`config.mk`:
```
export PLATFORM = sky130hd
export DESIGN_NAME = escaner_teclado
export DESIGN_NICKNAME = d
export VERILOG_FILES = /design/src/rtl/escaner_teclado_pkg.sv /design/src/rtl/escaner_teclado_sincronizador.sv /design/src/rtl/escaner_teclado.sv
export SDC_FILE = /design/constraint.sdc
export NUM_CORES = 1
export LEC_CHECK = 0
export CORE_ASPECT_RATIO = 0.9
export CORE_MARGIN = 3
export CORE_UTILIZATION = 51
export CTS_CLUSTER_DIAMETER = 30
export CTS_CLUSTER_SIZE = 16
export DETAILED_ROUTE_END_ITERATION = 6
export GPL_TIMING_DRIVEN = 1
export PLACE_DENSITY = 0.74
export SLEW_MARGIN = 20
export SYNTH_ARGS = -nofsm -noshare
export SYNTH_HDL_FRONTEND = slang
export SYNTH_SLANG_ARGS = --single-unit
```
`constraint.sdc`:
```
create_clock -name clk -period 2.05 [get_ports clk]
set_input_delay 0.205 -clock clk [delete_from_list [all_inputs] [get_ports clk]]
set_output_delay 0.205 -clock clk [all_outputs]
set_load 0.01 [all_outputs]
```
`src/rtl/escaner_teclado_pkg.sv`:
```
// Shared definitions for the 4x4 keypad scanner: FSM state encodings,
// key-code constants, and the (row, column) to key-code mapping.
package escaner_teclado_pkg;

    localparam logic [1:0] ST_SCAN    = 2'd0;
    localparam logic [1:0] ST_CONFIRM = 2'd1;
    localparam logic [1:0] ST_HELD    = 2'd2;
    localparam logic [1:0] ST_RELEASE = 2'd3;

    localparam logic [3:0] KEY_A    = 4'd10;
    localparam logic [3:0] KEY_B    = 4'd11;
    localparam logic [3:0] KEY_C    = 4'd12;
    localparam logic [3:0] KEY_D    = 4'd13;
    localparam logic [3:0] KEY_STAR = 4'd14;
    localparam logic [3:0] KEY_HASH = 4'd15;

    // Rows 0..2 of columns 0..2 hold the digits 1..9 in reading order.
    function automatic logic [3:0] codigo_tecla(input logic [1:0] fila, input logic [1:0] col);
        logic [3:0] codigo;
        codigo = 4'd0;
        if (col == 2'd3) begin
            case (fila)
                2'd0:    codigo = KEY_A;
                2'd1:    codigo = KEY_B;
                2'd2:    codigo = KEY_C;
                default: codigo = KEY_D;
            endcase
        end else if (fila == 2'd3) begin
            case (col)
                2'd0:    codigo = KEY_STAR;
                2'd1:    codigo = 4'd0;
                default: codigo = KEY_HASH;
            endcase
        end else begin
            codigo = ({2'b00, fila} * 4'd3) + {2'b00, col} + 4'd1;
        end
        return codigo;
    endfunction

    function automatic logic [3:0] columna_activa(input logic [1:0] col);
        logic [3:0] drive;
        case (col)
            2'd0:    drive = 4'b0111;
            2'd1:    drive = 4'b1011;
            2'd2:    drive = 4'b1101;
            default: drive = 4'b1110;
        endcase
        return drive;
    endfunction

endpackage

```
`src/rtl/escaner_teclado_sincronizador.sv`:
```
// Two-flop synchronizer for asynchronous inputs; both stages reset to all ones
// so an idle (pulled-up) bus reads as released.
module sincronizador #(
    parameter int WIDTH = 4
) (
    input  logic             clk,
    input  logic             rst,
    input  logic [WIDTH-1:0] d,
    output logic [WIDTH-1:0] q
);

    logic [WIDTH-1:0] etapa;

    // Metastability-settling stage followed by the output stage.
    always_ff @(posedge clk) begin
        if (rst) begin
            etapa <= {WIDTH{1'b1}};
            q     <= {WIDTH{1'b1}};
        end else begin
            etapa <= d;
            q     <= etapa;
        end
    end

endmodule

```
`src/rtl/escaner_teclado.sv`:
```
// 4x4 matrix keypad scanner with debounce on press and release.
// Define ESCANER_TECLADO_REPEAT_EN to enable auto-repeat pulses while a key is held.
module escaner_teclado
    import escaner_teclado_pkg::*;
#(
    parameter int SCAN_CYCLES    = 1000,
    parameter int DEBOUNCE_SCANS = 4,
    parameter int REPEAT_SCANS   = 250
) (
    input  logic       clk,
    input  logic       rst,
    input  logic [3:0] filas,
    output logic [3:0] columnas,
    output logic [4:0] boton,
    output logic       tecla_valida
);

    localparam int WIN_W = $clog2(SCAN_CYCLES);
    localparam int CNT_W = $clog2(DEBOUNCE_SCANS + 1);
    localparam logic [WIN_W-1:0] WIN_LAST = WIN_W'(SCAN_CYCLES - 1);
    localparam logic [CNT_W-1:0] CNT_MAX  = CNT_W'(DEBOUNCE_SCANS);

    logic [3:0]       filas_sync;
    logic [WIN_W-1:0] win_cnt;
    logic [CNT_W-1:0] cuenta;
    logic [CNT_W-1:0] cuenta_sig;
    logic [1:0]       estado;
    logic [1:0]       fila_r;
    logic [1:0]       fila_sel;
    logic [1:0]       col_idx;
    logic [1:0]       col_sig;
    logic             muestra;
    logic             hay_fila;
    logic             misma_fila;
    logic             pulso_rep;

    sincronizador #(.WIDTH(4)) u_sinc (
        .clk (clk),
        .rst (rst),
        .d   (filas),
        .q   (filas_sync)
    );

    // Sample decode: lowest row index wins when several rows are low.
    always_comb begin
        muestra    = (win_cnt == WIN_LAST);
        hay_fila   = (filas_sync != 4'b1111);
        col_sig    = col_idx + 2'd1;
        cuenta_sig = cuenta + CNT_W'(1);
        if (!filas_sync[3]) begin
            fila_sel = 2'd0;
        end else if (!filas_sync[2]) begin
            fila_sel = 2'd1;
        end else if (!filas_sync[1]) begin
            fila_sel = 2'd2;
        end else begin
            fila_sel = 2'd3;
        end
        misma_fila = hay_fila && (fila_sel == fila_r);
    end

`ifdef ESCANER_TECLADO_REPEAT_EN
    localparam int REP_W = $clog2(REPEAT_SCANS + 1);
    localparam logic [REP_W-1:0] REP_MAX = REP_W'(REPEAT_SCANS);

    logic [REP_W-1:0] rep_cnt;
    logic [REP_W-1:0] rep_sig;

    // Repeat timing: a fresh period starts whenever HELD is (re)entered.
    always_comb begin
        rep_sig   = rep_cnt + REP_W'(1);
        pulso_rep = (estado == ST_HELD) && muestra && hay_fila && (rep_sig == REP_MAX);
    end

    // Samples-since-last-pulse counter, idle at zero outside HELD.
    always_ff @(posedge clk) begin
        if (rst) begin
            rep_cnt <= {REP_W{1'b0}};
        end else if (estado != ST_HELD) begin
            rep_cnt <= {REP_W{1'b0}};
        end else if (muestra && hay_fila) begin
            rep_cnt <= (rep_sig == REP_MAX) ? {REP_W{1'b0}} : rep_sig;
        end else begin
            rep_cnt <= rep_cnt;
        end
    end
`else
    assign pulso_rep = 1'b0;
`endif

    // Window timer, scan/debounce FSM and registered outputs.
    always_ff @(posedge clk) begin
        if (rst) begin
            win_cnt      <= {WIN_W{1'b0}};
            cuenta       <= {CNT_W{1'b0}};
            estado       <= ST_SCAN;
            fila_r       <= 2'd0;
            col_idx      <= 2'd0;
            columnas     <= 4'b0111;
            boton        <= 5'b00000;
            tecla_valida <= 1'b0;
        end else begin
            tecla_valida <= pulso_rep;
            win_cnt      <= muestra ? {WIN_W{1'b0}} : (win_cnt + WIN_W'(1));
            if (muestra) begin
                case (estado)
                    ST_SCAN: begin
                        if (hay_fila) begin
                            fila_r <= fila_sel;
                            cuenta <= CNT_W'(1);
                            estado <= ST_CONFIRM;
                        end else begin
                            col_idx  <= col_sig;
                            columnas <= columna_activa(col_sig);
                        end
                    end
                    ST_CONFIRM: begin
                        if (misma_fila && (cuenta_sig == CNT_MAX)) begin
                            boton        <= {1'b1, codigo_tecla(fila_r, col_idx)};
                            tecla_valida <= 1'b1;
                            cuenta       <= {CNT_W{1'b0}};
                            estado       <= ST_HELD;
                        end else if (misma_fila) begin
                            cuenta <= cuenta_sig;
                        end else begin
                            cuenta   <= {CNT_W{1'b0}};
                            estado   <= ST_SCAN;
                            col_idx  <= col_sig;
                            columnas <= columna_activa(col_sig);
                        end
                    end
                    ST_HELD: begin
                        if (!hay_fila) begin
                            cuenta <= CNT_W'(1);
                            estado <= ST_RELEASE;
                        end else begin
                            estado <= ST_HELD;
                        end
                    end
                    ST_RELEASE: begin
                        if (!hay_fila && (cuenta_sig == CNT_MAX)) begin
                            boton[4] <= 1'b0;
                            cuenta   <= {CNT_W{1'b0}};
                            estado   <= ST_SCAN;
                            col_idx  <= col_sig;
                            columnas <= columna_activa(col_sig);
                        end else if (!hay_fila) begin
                            cuenta <= cuenta_sig;
                        end else if (misma_fila) begin
                            cuenta <= {CNT_W{1'b0}};
                            estado <= ST_HELD;
                        end else begin
                            // Another row in this column: not a clean release yet.
                            cuenta <= {CNT_W{1'b0}};
                        end
                    end
                    default: begin
                        cuenta <= {CNT_W{1'b0}};
                        estado <= ST_SCAN;
                    end
                endcase
            end
        end
    end

endmodule

```
==> summary.txt <==
Route
  • Drt total wl: 4.09 mm
  • Met3 WL: 182 um
  • Wire length on met2: 2.09 mm
  • Via/cell ratio: 5.58
  • Top layer in use: met4
  • DRC errors left: 0
  • Initial DRC Count: 85
  • WL/cell: 14.6 um
  • Via count: 1562
  • Wl on met1: 1.79 mm
  • ANT nets after route: 0
  • Pre-antenna DRT Iters: 4

Pwr
  • P_leak: 0.946 nW
  • Part of the power in combinational logic: 4.5%
  • Worst VDD drop: 0.500 mV
  • NetSw: 0.000299 W
  • Internal Pwr Total: 0.00113 W
  • Seq pwr share: 52.1%
  • Clock power frac: 43.4%
  • Pwr per Cell Area: 598 nW/um^2
  • Sw Ratio: 21.0%

Clocking
  • TritonCTS Buffers: 5
  • Skew-Pair Late Insertion Delay: 0.28 ns
  • Cts hold-fix bufs: 0
  • CTS tree: yes
  • H-Tree Depth: 2
  • # clock sinks: 37
  • CTS clock-pin slew for the worst setup and hold paths: 0.07 ns
  • CTS max path bufs: 2
  • Clk root buf: clkbuf_8

Critical path
  • CP Launch Type: register
  • Slowest Stage Delay on Critical Path: 0.59 ns
  • CP required: 2.22 ns
  • Crit. End Element: register
  • Critical path cell sequence: fa_1 > ha_1 > a21o_1 > a211o_1 > a21oi_1 > a211oi_1
  • CP arrival: 2.12 ns
  • R2R setup slack: 0.09 ns
  • Worst Path Max Fanout: 2
  • WS Path Type: reg2reg
  • Critical-path top delay cell: fa_1

STA
  • Max Fclk: 511 MHz
  • Worst-margin pin slew: 0.482 ns
  • Worst setup margin: 0.0936 ns
  • Post-layout min period: 1.96 ns
  • Final setup fails: 0
  • Final Hold Viols: 0
  • Slew Limit Fails: 0
  • Crit share post-route: 95.4%
  • Max-slew headroom: 67.6%
  • Worst Skew: 0.00621 ns

Die
  • Initial core utilization: 55.4%
  • Core Rows: 20
  • Die X: 71.0 um
  • Die area: 4580 sq um
  • Total core area: 3500 sq um
  • Die H: 64.5 um
  • Top-Level Pins: 16

Cells and area
  • Fin cells: 280
  • Commonest non-fill, non-tap cells in the layout: dfxtp_1 (35), nor2_1 (22), ha_1 (16)
  • Multi-input logic area: 1190 sq um
  • Final-stage net count: 260
  • FF/Latch Area: 743 sq um
  • Most common cell after layout, fill and taps aside: dfxtp_1
  • Post-route cell area: 2380 sq um
  • # diodes: 0
  • Share of cells above drive strength 1: 18.6%
  • Fill cells: 280
  • Area grow syn2layout: 22.8%

Global route
  • Total track usage: 19.1%
  • GRT overflow: 0
  • Vias in the first global route: 1622
  • Initial antenna violation count: 0
  • First-pass GRT wire length: 7.02 mm
  • Maximum number of pins on one net before global-route repair: 20

Placed design
  • Port Buffers: 15
  • Placed Area: 2210 sq um
  • Inst Count DP: 271
  • Gpl congestion: 0.822
  • Place WS: -0.0230 ns
  • DP Wirelength: 2.97 mm

Synth
  • Mean Syn Cell Area: 9.42 sq um
  • Ys flop type: dfxtp_1
  • Ranking of synthesized cells by area: dfxtp_1 (38%), ha_1 (11%), nor2_1 (4.3%)
  • Post-Syn Nets: 231
  • #FFs+latches synth: 37
  • Mapped cell area: 1940 sq um
  • Ys async rst share: 0%
  • Mapped Cells: 206
  • Synth top area share: 38.2%
  • Ys Warns: 0
  • Post-synth EDFFs: 0
  • Synth cell types: 47
  • Seq/Total Area, Yosys: 38.2%
  • Biggest area consumer among synthesized cells: dfxtp_1

Outcome
  • Status: finished, final reports clean

Job
  • Max cap viols: 0

Worst hold path
  • Worst min-delay path class: reg2reg
## power by group through the flow
stage | clock, W | combinational [W] | sequential, W
2_1_floorplan | 0 | 0.0000396 | 0.000752
3_3_place_gp | 0 | 0.0000563 | 0.000754
3_5_place_dp | 0 | 0.0000594 | 0.000756
4_1_cts | 0.000631 | 0.0000622 | 0.000743
5_1_grt | 0.000671 | 0.0000707 | 0.000744
6_report | 0.000619 | 0.0000640 | 0.000743
## path summary, 6_finish.rpt
| check | from | end | depth (start not counted) |
|---|---|---|---|
| worst max-delay path | col_idx[1] | boton[3] | 6 |
| worst min-delay path | u_sinc.etapa[0] | u_sinc.q[0] | 1 |
| worst max register to register | col_idx[1] | boton[3] | 6 |
| worst min register to register | u_sinc.etapa[0] | u_sinc.q[0] | 1 |
## state kept, by name, indices dropped and copies added, names as in the netlist
name and flops:
col_idx 2, columnas 4, estado 2, win_cnt 10
u_sinc.q 4, fila_r 2, tecla_valida 1, u_sinc.etapa 4
cuenta 3, boton 5
## Yosys cell counts (all sizes together), types with 3 or more instances
master  instances
nor2b           3
a211o           3
xnor2           8
mux2i           5
clkbuf          4
and2            3
o21ai          15
ha             17
nor3            4
dfxtp          37
nand4           3
nor2           22
inv            10
o311ai          3
nand2           7
xor2            3
a21oi          12
or2             9
nand3           5
## stage by stage
step | hold slack [ns] | total power [W] | TNS, ns | util (%)
finish | 0.421 | 0.00143 | 0 | 68.0
global route | 0.431 | 0.00149 | -0.00196 | 68.0
CTS | 0.423 | 0.00144 | 0 | 67.1
detailed placement | 0.396 | 0.000815 | -0.0825 | 63.0
global placement | 0.394 | 0.000811 | 0 | 63.0
floorplan | 0.309 | 0.000792 | 0 | -
## what timing repair did
action                                  4_1_cts  5_1_grt
buffers inserted                              1        0
pin swaps                                     4        3
endpoints found under the setup margin        5       14
gates resized for setup                       6        7
## cell type report
type,count,share of cell area (%)
clock buffers,6,3.04
clock inverters,2,1.63
inverters,10,1.57
multi-input cells,154,50.0
flip-flops and latches,37,31.2
well taps,44,2.31
repair buffers,27,10.2
## layer usage
layer,up-vias,global-route usage [%]
met5,-,0
met4,0,9.62
met3,4,4.50
met2,38,33.7
li1,786,-
met1,734,21.5
## critical path, delay by kind of cell (launching register included)
kind / cells / cell delay (ns)
adders and majority gates: 2 / 0.84
DFF: 1 / 0.33
AOI/OAI and AO/OA: 4 / 0.68
## cells by family after synthesis
kind of cell / after synthesis / share of synthesized area [%]
muxes: 7 / 3.74
xor gates and xnor gates: 11 / 4.96
and+or+nand+nor: 70 / 20.1
DFF: 37 / 38.2
buffers and inverters: 15 / 2.97
adders and majority gates: 19 / 13.0
AOI/OAI and AO/OA: 47 / 17.1
No activity file was read; power rests on OpenSTA's default activity.
==> variant 1 (same flow settings) <==
Set the parameter `SCAN_CYCLES` to 500 (it was 1000).
--- a/src/rtl/escaner_teclado.sv
+++ b/src/rtl/escaner_teclado.sv
@@ -3,7 +3,7 @@
 module escaner_teclado
     import escaner_teclado_pkg::*;
 #(
-    parameter int SCAN_CYCLES    = 1000,
+    parameter int SCAN_CYCLES    = 500,
     parameter int DEBOUNCE_SCANS = 4,
     parameter int REPEAT_SCANS   = 250
 ) (
Behaviour: same outputs for any inputs over 10 cycles, from zero or initial values and one cycle with rst high; that may be too few to reach the edited logic, so the function may still have changed.
==> variant 1 against the original RTL <==
- final area up 1.7%
- clock skew down 2.9 ps
- worst setup slack worse by 13 ps
- wire length down 0.83%
- area after synthesis up 2.4%
- power down 1.6%
- sequential cell count down 1
- clock power down 1%
==> variant 1: results (changes against the original RTL) <==
| Metric | Value |
|---|---|
| Synth unique cells | `49 (was 47)` |
| First-pass GRT wire length | `6980 um (was 7020 um)` |
| Total GRT Usage | `18.9% (was 19.1%)` |
| Clock Skews | `3.33 ps (was 6.21 ps)` |
| Layout cells sized above 1 | `23.6% (was 18.6%)` |
| Post-Synth XOR/XNOR Area | `3.97% (was 4.96%)` |
| Final worst path period share | `96.1% (was 95.4%)` |
| Mux cell area share after synthesis | `6.68% (was 3.74%)` |
| Final Net Count | `266 (was 260)` |
| Fin cells | `286 (was 280)` |
| WP data arrival | `2150 ps (was 2120 ps)` |
| Vias per Instance | `5.61 (was 5.58)` |
| Status | `finished clean (unchanged)` |
| Largest net degree at the start of global routing | `17 (was 20)` |
| Inst Count DP | `276 (was 271)` |
| Initial drt markers | `65 (was 85)` |
| Post-DR wirelength/cell | `14.2 um (was 14.6 um)` |
| Peak supply drop | `0.000536 V (was 0.000500 V)` |
| Worst Hold Depth | `1 (unchanged)` |
| DP Area | `2260 um2 (was 2210 um2)` |
| Worst hold slack | `410 ps (was 421 ps)` |
| Sequential element share of the synthesized area | `36.3% (was 38.2%)` |
| Resize count post-CTS | `0 (was 6)` |
| HPWL Detailed | `2980 um (was 2970 um)` |
| Synth-to-Final Area Change | `22.0% (was 22.8%)` |
| Leakage | `0.958 nW (was 0.946 nW)` |
| Vias in the first global route | `1602 (was 1622)` |
| Fillers | `280 (unchanged)` |
| Top Registers | `win_cnt (9), boton (5) (was win_cnt (10), boton (5))` |
| Post-Syn Nets | `235 (was 231)` |
| Top cells by count, synth | `dfxtp_1 (36), nor2_1 (34), ha_1 (17) (was dfxtp_1 (37), nor2_1 (22), ha_1 (17))` |
| Synth Area in Adders | `12.7% (was 13.0%)` |
| Setup WS pre-CTS | `27.2 ps (was -23.0 ps)` |
| Synth Area in Compound Gates | `16.0% (was 17.1%)` |
| Tightest Pin Transition | `434 ps (was 482 ps)` |
| Net Switching | `0.300 mW (was 0.299 mW)` |
| Avg Synthesized Cell Area | `9.46 um2 (was 9.42 um2)` |
| Top post-synthesis cells by area | `dfxtp_1 (36%), ha_1 (11%), nor2_1 (6.4%), mux2i_1 (4.0%), or2_2 (2.5%) (was dfxtp_1 (38%), ha_1 (11%), nor2_1 (4.3%), o21ai_0 (3.9%), xnor2_1 (3.6%))` |
| Postcts setup bufs | `0 (was 1)` |
| RePlAce Congestion | `0.875 (was 0.822)` |
==> variant 1: cell count changes after synthesis, moves of 5 or more <==
cell     delta
a21oi_1     -5
nor2_1     +12
nand2_1     +6
o21ai_0     -7
==> variant 1: area by class of cell <==
cell class	count	area share, %
clock buffer	5	2.84
clock inverter	3	1.75
inverter	9	1.39
multi-input combinational	158	50.3
sequential	36	30.0
tap	44	2.27
timing repair buffer	31	11.5
==> variant 1: metal layers <==
layer / global-route usage [%] / share of wire (%)
met5: 0 / 0
met4: 10.8 / 2.7
met3: 5.35 / 4.0
met2: 29.7 / 46
met1: 23.0 / 47
==> variant 1: power by group through the flow <==
stage	Clock [mW]	Sequential, mW	Combinational [mW]
floorplan	0	0.734	0.0463
CTS	0.635	0.720	0.0685
detailed placement	0	0.737	0.0684
finish	0.613	0.720	0.0697
global route	0.663	0.721	0.0768
global placement	0	0.736	0.0664
==> variant 2 (same settings) <==
Without the edit above. Register the input `filas` before use, cleared by the reset. The logic sees it one clock later.
--- a/src/rtl/escaner_teclado.sv
+++ b/src/rtl/escaner_teclado.sv
@@ -20,6 +20,16 @@
     localparam logic [WIN_W-1:0] WIN_LAST = WIN_W'(SCAN_CYCLES - 1);
     localparam logic [CNT_W-1:0] CNT_MAX  = CNT_W'(DEBOUNCE_SCANS);
 
+    logic [3:0] filas_q;
+
+    always_ff @(posedge clk) begin
+        if (rst) begin
+            filas_q <= '0;
+        end else begin
+            filas_q <= filas;
+        end
+    end
+
     logic [3:0]       filas_sync;
     logic [WIN_W-1:0] win_cnt;
     logic [CNT_W-1:0] cuenta;
@@ -37,7 +47,7 @@
     sincronizador #(.WIDTH(4)) u_sinc (
         .clk (clk),
         .rst (rst),
-        .d   (filas),
+        .d   (filas_q),
         .q   (filas_sync)
     );
 
Function: no difference found for any inputs over 10 cycles, from zero or initial values and one cycle with rst high; that may be too few to reach the edited logic, so the function may still have changed.
==> variant 2 against the original RTL <==
- wire length decreased by 8.2%
- sequential share of layout area grew 0.77 points
- non-clock buffer count up 13
- sequential cell count up 4
- combinational power grew 40%
- worst setup slack lost 41 ps
- area after synthesis increased by 8.2%
- clock skew is 1.5 ps lower
- final area grew 9.1%
- power rose by 0.86%
- critical path type unchanged
- highest routed layer unchanged
==> variant 2: results (changes against the original RTL) <==
| Metric | Value |
|---|---|
| Comb group | `0.0897 mW (was 0.0640 mW)` |
| Post-Syn Nets | `251 (was 231)` |
| Post-Synth XOR/XNOR Area | `4.59% (was 4.96%)` |
| Layout cells sized above 1 | `22.8% (was 18.6%)` |
| Leakage | `1.05 nW (was 0.946 nW)` |
| Synth Area in Compound Gates | `12.4% (was 17.1%)` |
| Top cells by count, synth | `dfxtp_1 (41), nor2_1 (26), ha_1 (17) (was dfxtp_1 (37), nor2_1 (22), ha_1 (17))` |
| Initial drt markers | `77 (was 85)` |
| Met2 wire len | `1720 um (was 2090 um)` |
| Pwr/cell area | `553 nW/um2 (was 598 nW/um2)` |
| M1 WL | `1880 um (was 1790 um)` |
| Worst r2r path cells | `5 (was 6)` |
| Vias per Instance | `5.20 (was 5.58)` |
| Largest net degree at the start of global routing | `15 (was 20)` |
| H-tree depth | `2 (unchanged)` |
| Final Net Count | `287 (was 260)` |
| Top post-synthesis cells by area | `dfxtp_1 (39%), ha_1 (10%), nor2_1 (4.6%), mux2i_1 (4.3%), nor2b_1 (3.3%) (was dfxtp_1 (38%), ha_1 (11%), nor2_1 (4.3%), o21ai_0 (3.9%), xnor2_1 (3.6%))` |
| WP data arrival | `2180 ps (was 2120 ps)` |
| Met3 WL post-DR | `116 um (was 182 um)` |
| Initial antenna violation count | `0 (unchanged)` |
| Sequential element share of the synthesized area | `39.1% (was 38.2%)` |
| Synth unique cells | `43 (was 47)` |
| Setup WS pre-CTS | `-41.4 ps (was -23.0 ps)` |
| Total GRT Usage | `17.0% (was 19.1%)` |
| Inst Count DP | `299 (was 271)` |
| Peak supply drop | `0.000488 V (was 0.000500 V)` |
| DP Area | `2450 um2 (was 2210 um2)` |
| Synth Area in Adders | `12.0% (was 13.0%)` |
| RePlAce Congestion | `0.772 (was 0.822)` |
| Status | `finished clean (unchanged)` |
| Clock Skews | `4.69 ps (was 6.21 ps)` |
| Vias in the first global route | `1485 (was 1622)` |
| Slowest cell on the critical path | `dfxtp_4 (was fa_1)` |
| Crit-path max FO | `8 (was 2)` |
| Avg Synthesized Cell Area | `9.29 um2 (was 9.42 um2)` |
| Clock power share | `36.6% (was 43.4%)` |
| Post-DR wirelength/cell | `12.2 um (was 14.6 um)` |
| HPWL Detailed | `2810 um (was 2970 um)` |
| Slowest Stage Delay on Critical Path | `370 ps (was 590 ps)` |
| Tightest Pin Transition | `385 ps (was 482 ps)` |
| Mux cell area share after synthesis | `5.90% (was 3.74%)` |
| Fin cells | `309 (was 280)` |
[variant 2: timing repair]
action,CTS,global route
setup buffers,0,2
pin swaps,3,4
gates cloned,0,0
setup endpoints to repair,3,12
resized for setup,2,11
[variant 2: final cells by class]
type | instances | area, um2
Inverter | 8 | 30.0
Multi-Input combinational cell | 166 | 1250
Tap cell | 46 | 57.6
Timing Repair Buffer | 40 | 338
Clock buffer | 5 | 68.8
Clock inverter | 3 | 22.5
Sequential cell | 41 | 831
Fill cell | 338 | 1240
[variant 2: worst paths after layout]
check	slack [ps]	start	end
worst max-delay path	50	fila_r[1]	estado[1]
worst min-delay path	410	u_sinc.etapa[2]	u_sinc.q[2]
worst max register to register	50	fila_r[1]	estado[1]
worst min register to register	410	u_sinc.etapa[2]	u_sinc.q[2]
[variant 2: layer usage]
layer / track usage (%) / up-vias
li1: - / 850
met1: 21.5 / 728
met2: 26.9 / 23
met3: 4.52 / 6
met4: 7.69 / 0
met5: 0 / -
